==> config.mk <==
export PLATFORM = sky130hd
export DESIGN_NAME = curve_lut_loader
export DESIGN_NICKNAME = d
export VERILOG_FILES = /design/src/rtl/curve_lut_loader.sv
export SDC_FILE = /design/constraint.sdc
export NUM_CORES = 1
export LEC_CHECK = 0
export BUFFER_PORTS_ARGS = -buffer_cell sky130_fd_sc_hd__buf_2
export CAP_MARGIN = 10
export CORE_ASPECT_RATIO = 0.7
export CORE_UTILIZATION = 35
export DETAILED_ROUTE_END_ITERATION = 10
export GPL_ROUTABILITY_DRIVEN = 0
export PLACE_DENSITY = 0.6
export SYNTH_ARGS = -nofsm -noshare
export SYNTH_HDL_FRONTEND = slang
export SYNTH_SLANG_ARGS = --single-unit
==> constraint.sdc <==
create_clock -name clk -period 1.6 [get_ports clk]
set_input_delay 0.32 -clock clk [delete_from_list [all_inputs] [get_ports clk]]
set_output_delay 0.32 -clock clk [all_outputs]
set_load 0.02 [all_outputs]
==> src/rtl/curve_lut_loader.sv <==
// curve_lut_loader: streams DEPTH curve entries into the LUT write port and flags a complete table.
// Define CURVE_LUT_LOADER_CHECKSUM_EN to require a trailing checksum word before lut_valid.
module curve_lut_loader #(
  parameter int DEPTH  = 255,
  parameter int WIDTH  = 16,
  parameter int AWIDTH = 8
) (
  input  logic              clk,
  input  logic              arst_n,
  input  logic              start,
  input  logic              in_valid,
  output logic              in_ready,
  input  logic [WIDTH-1:0]  in_data,
  output logic              mem_wen,
  output logic [AWIDTH-1:0] mem_waddr,
  output logic [WIDTH-1:0]  mem_wdata,
  output logic [AWIDTH:0]   load_count,
  output logic              lut_valid,
  output logic              busy,
  output logic              err
);
`ifdef CURVE_LUT_LOADER_CHECKSUM_EN
  typedef enum logic [1:0] {IDLE, LOAD, DONE, CHECK} state_t;
  localparam state_t FINAL = CHECK;
`else
  typedef enum logic [1:0] {IDLE, LOAD, DONE} state_t;
  localparam state_t FINAL = DONE;
`endif
  state_t state_q, state_d;
  logic wen_q, wen_d, valid_q, valid_d, accept, last;
  logic [AWIDTH-1:0] waddr_q, waddr_d;
  logic [WIDTH-1:0] wdata_q, wdata_d;
  logic [AWIDTH:0] cnt_q, cnt_d;
`ifdef CURVE_LUT_LOADER_CHECKSUM_EN
  logic [WIDTH-1:0] sum_q, sum_d;
  logic err_q, err_d;
  assign in_ready = state_q == LOAD || state_q == CHECK;
  assign err = err_q;
`else
  assign in_ready = state_q == LOAD;
  assign err = 1'b0;
`endif
  assign accept = in_valid && in_ready;
  assign last = cnt_q == (AWIDTH+1)'(DEPTH - 1);
  assign busy = in_ready;
  assign mem_wen = wen_q;
  assign mem_waddr = waddr_q;
  assign mem_wdata = wdata_q;
  assign load_count = cnt_q;
  assign lut_valid = valid_q;
  always_comb begin
    state_d = state_q;
    wen_d = 1'b0;
    waddr_d = waddr_q;
    wdata_d = wdata_q;
    cnt_d = cnt_q;
    valid_d = state_q == DONE && !start;
`ifdef CURVE_LUT_LOADER_CHECKSUM_EN
    sum_d = sum_q;
    err_d = err_q;
`endif
    if ((state_q == IDLE || state_q == DONE) && start) begin
      state_d = LOAD;
      cnt_d = '0;
`ifdef CURVE_LUT_LOADER_CHECKSUM_EN
      sum_d = '0;
      err_d = 1'b0;
`endif
    end
    if (state_q == LOAD && accept) begin
      wen_d = 1'b1;
      waddr_d = cnt_q[AWIDTH-1:0];
      wdata_d = in_data;
      cnt_d = cnt_q + 1'b1;
      state_d = last ? FINAL : LOAD;
`ifdef CURVE_LUT_LOADER_CHECKSUM_EN
      sum_d = sum_q + in_data;
`endif
    end
`ifdef CURVE_LUT_LOADER_CHECKSUM_EN
    // the checksum word is consumed here and never written to memory
    if (state_q == CHECK && accept) begin
      state_d = in_data == sum_q ? DONE : IDLE;
      err_d = in_data != sum_q;
    end
`endif
  end
  always_ff @(posedge clk or negedge arst_n) begin
    if (!arst_n) begin
      state_q <= IDLE;
      wen_q <= 1'b0;
      waddr_q <= '0;
      wdata_q <= '0;
      cnt_q <= '0;
      valid_q <= 1'b0;
`ifdef CURVE_LUT_LOADER_CHECKSUM_EN
      sum_q <= '0;
      err_q <= 1'b0;
`endif
    end else begin
      state_q <= state_d;
      wen_q <= wen_d;
      waddr_q <= waddr_d;
      wdata_q <= wdata_d;
      cnt_q <= cnt_d;
      valid_q <= valid_d;
`ifdef CURVE_LUT_LOADER_CHECKSUM_EN
      sum_q <= sum_d;
      err_q <= err_d;
`endif
    end
  end
endmodule
# == Word-level counts from Yosys, hierarchy flattened ==
# Index checks and enable logic that the tools add are counted.
# classes
add_sub_neg,1
eq_ne,3
mux,6
n_reduce_logical,8
# op_table
operator,count
9-bit two-way mux,2
"9-bit by 1-bit adder with 9-bit output, second input constant",1
"9-bit by 8-bit == test with 1-bit output, second input constant",1
2-bit two-way mux,3
1-bit logical AND,4
"2-bit by 1-bit == test with 1-bit output, second input constant",1
"2-bit == test, second input constant",1
2-bit zero test,1
2-bit nonzero test,1
1-bit zero test,1
1-bit logical OR,1
1-bit two-way mux,1
# totals
register_bits,37
in_bits,20
out_inout_bits,38
word_cells,24

# == Logic depth before layout (Yosys ltp) ==
# depth
ltp_word,5
depth_mapped,5

# == Worst setup path after synthesis ==
# Ideal clock, no wire load.
# synth_timing
path_kind,register to register
start,"register cnt_q[1], in the netlist load_count[1]"
end,"register cnt_q[8], in the netlist load_count[8]"
setup_time_ps,136
arrival_ps,1319
t_required_ps,1464
path_slack_ps,145
path_stages_with_launch,5
n_path_buf,0
period_less_slack_ps,1455
cell_sequence,dfrtp_1 -> ha_1 -> nand4b_1 -> o311ai_1 -> o41ai_1
# synth_between
elab_chain_cells,2
# synth_rtl
element,line_no,rtl
"start, declared",33,"logic [AWIDTH:0] cnt_q, cnt_d;"
"start signal, assigned",105,cnt_q <= cnt_d;
9-bit by 1-bit adder with 9-bit output,74,cnt_d = cnt_q + 1'b1;
9-bit two-way mux,70,if (state_q == LOAD && accept) begin
# Every way passes these cells.
# A chain may end at the register's enable or synchronous reset.

# == Final worst setup path ==
# layout_timing
start,"register cnt_q[0], in the netlist load_count[0]"
end,"register cnt_q[6], in the netlist load_count[6]"
# The elaborated chain is that of the path after synthesis.

==> flow_metrics.py <==
metrics = {
    "status": {
        "outcome": "finished, final reports clean",
    },
    "timing": {
        "max_freq_mhz": 694.6,
        "period_share_pct": 89.98,
        "fin_setup_tns_ps": 0,
        "fin_skew_ps": 4.806,
        "setup_viol": 0,
        "min_period_ps": 1440,
        "grt_setup_unrepaired": "no",
        "hold_violations": 0,
        "slew_violations": 0,
    },
    "cts": {
        "clk_latency_ps": 280,
        "clockRootBuffer": "clkbuf_8",
        "cts_buffers": 5,
        "cts_tree": "built",
        "clock_sinks": 37,
        "cts_hold_buf": 0,
        "clock_path_buffers": 2,
        "htreeDepth": 2,
        "clkTransAtPathRegs_ps": 70,
    },
    "critical_path": {
        "crit_path_end_kind": "flop",
        "crit_start": "load_count[0]",
        "r2r_end": "load_count[6]",
        "worstSetupPathType": "flop to flop",
        "r2r_setup_slack_ps": 160,
        "cp.required_ps": 1770,
        "cp-start-kind": "flop",
        "path_max_fanout": 7,
        "reg2reg_from": "load_count[0]",
        "cp.arrival_ps": 1610,
        "r2r_cells": 5,
    },
    "pwr": {
        "cellLeakagePower_nw": 1.106,
        "p_sw_uw": 901.2,
        "p_per_area_nw_per_um2": 1280,
        "vdd_ir_drop_max_v": 0.0006110,
        "p_clk_share_pct": 24.4,
        "internal_power_mw": 1.646,
        "p_sw_share_pct": 35.38,
        "seq_power_share_pct": 47.6,
        "comb_power_share_pct": 28.0,
    },
    "logic_synthesis": {
        "postSynthAreaPerCell_um2": 9.732,
        "synth_nets": 180,
        "synthMuxAreaShare_pct": 1.302,
        "synth.cell_area_um2": 1538,
        "synth_compound_area_share_pct": 6.753,
        "yosysWarnings": 0,
        "yosys.area_share.simple_pct": 26.28,
        "syn-instance-count": 158,
        "synth_top_family_by_area": "simple AND/OR/NAND/NOR gates",
        "synth-xor-area-share_pct": 0,
        "synthDistinctLibCells": 28,
        "synthAdderAreaFrac_pct": 1.627,
        "ys_seq_area_share_pct": 60.21,
        "ys_ff_latch": 37,
    },
    "min_path": {
        "hp-class": "input port to asynchronous set/reset pin",
    },
    "finish": {
        "syn_to_final_growth_pct": 29.37,
        "nNetsFinal": 244,
        "drive_above_1_share_pct": 34.53,
        "fin_area_um2": 1989,
        "insertedDiodeCount": 0,
    },
    "routing": {
        "viasPerCell": 4.640,
        "routed_wl_mm": 3.407,
        "drtAntennaViolNets": 0,
        "routedWlPerCell_um": 12.39,
        "route.detailed.drc": 0,
        "vias": 1276,
        "drt_pass1_iterations": 4,
        "drtIter0Drc": 52,
    },
    "placed_design": {
        "placed_cell_area_um2": 1892,
        "port_buffers": 56,
        "dp_hpwl_mm": 2.336,
    },
    "grt": {
        "grt-ovfl-total": 0,
        "antenna_found_initial": 0,
        "grt_pass1_vias": 1129,
        "grt_max_degree": 38,
        "grt_pass1_wl_mm": 5.513,
        "track_usage_pct": 16.16,
    },
    "floorplanning": {
        "die_width_um": 81.23,
        "io_pins": 58,
        "core_region_area_um2": 4065,
        "die_y_um": 57.46,
        "die-area_um2": 4667,
        "start_util_pct": 37.83,
        "rows": 19,
    },
    "flow_run": {
        "cap_violations": 0,
    },
}
==> worst max path at each step <==
stage	end	slack, ps	depth (start not counted)
2_1_floorplan	load_count[8]	150	4
3_3_place_gp	load_count[8]	220	4
3_5_place_dp	load_count[8]	170	4
4_1_cts	load_count[8]	140	4
5_1_grt	load_count[8]	20	4
6_report	load_count[6]	160	5
==> per-layer routing <==
| layer | up-vias | track usage (%) | wire length, µm |
|---|---|---|---|
| met5 | - | 0 | 0 |
| met4 | 0 | 5.357 | 40 |
| met3 | 4 | 5.440 | 197 |
| met2 | 40 | 22.21 | 1346 |
| met1 | 588 | 23.72 | 1823 |
| li1 | 644 | - | - |
==> cells in the mapped netlist, drive strengths merged <==
cell / n / area [µm²]
o41ai: 2 / 17.52
nor4: 2 / 25.02
dfrtp: 37 / 925.9
o21ai: 4 / 20.02
mux2i: 2 / 20.02
o31ai: 2 / 15.01
nand3: 3 / 15.01
nor2b: 1 / 6.260
nand2: 74 / 277.8
o311ai: 2 / 17.52
conb: 1 / 3.750
a21oi: 1 / 5.000
ha: 2 / 25.02
a21o: 1 / 7.510
and2: 1 / 6.260
nor2: 2 / 7.510
nand2b: 3 / 18.77
nand3b: 1 / 20.02
nand4b: 1 / 8.760
nand4: 2 / 18.77
a31oi: 1 / 6.260
o211ai: 2 / 15.01
inv: 3 / 11.26
buf: 8 / 43.78
==> what timing repair did <==
item / 4_1_cts / 5_1_grt
endpoints found under the setup margin: 0 / 1
gates resized for setup: 0 / 0
buffers inserted: 0 / 2
==> area by class of cell <==
| cell class | instances | area, µm² |
|---|---|---|
| fillers | 395 | 2076 |
| clock buffers | 6 | 72.57 |
| flip-flops and latches | 37 | 925.9 |
| repair buffers | 65 | 347.8 |
| inverters | 3 | 11.26 |
| multi-input cells | 110 | 556.8 |
| well taps | 52 | 65.06 |
| clock inverters | 2 | 10.01 |
==> kinds of logic (layout without fill, tap and decap cells) <==
group           Yosys count  after routing
other cells               1              1
simple gates             90             90
fa+ha+maj                 2              2
mux                       2              2
compound gates           15             15
flops                    37             37
buf+inv                  11             76
==> power by group through the flow <==
stage / Sequential, mW / Clock, mW / Combinational, mW
after floorplan: 1.43 / 0 / 0.202
after global placement: 1.22 / 0 / 0.707
after detailed placement: 1.23 / 0 / 0.711
after CTS: 1.21 / 0.646 / 0.715
after global routing: 1.23 / 0.681 / 0.796
final: 1.21 / 0.622 / 0.713
==> flip-flops by register name, indices dropped and copies added (netlist names) <==
name,cells
mem_waddr,8
load_count,9
mem_wdata,16
state_q,2
mem_wen,1
lut_valid,1
==> through the flow <==
step	cells	hold WS [ps]	setup slack [ps]	power [mW]	util, %
3_5_place_dp	265	398.9	170.9	1.939	46.54
2_1_floorplan	158	24.41	145.5	1.630	-
5_1_grt	275	110.7	22.50	2.710	48.94
4_1_cts	273	84.92	137.2	2.575	48.57
3_3_place_gp	265	397.9	215.2	1.931	46.54
6_report	275	65.55	160.3	2.547	48.94
==> critical path, stage by stage, from the launching register on <==
cell,delay (ps)
dfrtp_1,440
ha_1,210
nand4b_1,220
buf_4,220
o211ai_1,150
o31ai_1,90
==> cell usage in the layout, fill, tap and decap left out, types with 2 or more instances in the layout <==
master,instances
o21ai_0,4
nor4_2,2
mux2i_1,2
nand2_1,74
o211ai_1,2
dfrtp_1,37
ha_1,2
buf_4,9
nand3_1,3
o311ai_1,2
nand2b_1,3
o41ai_1,2
nor2_1,2
clkbuf_8,5
clkinv_2,2
inv_1,2
o31ai_1,2
buf_2,56
No activity file was read; power rests on OpenSTA's default activity.
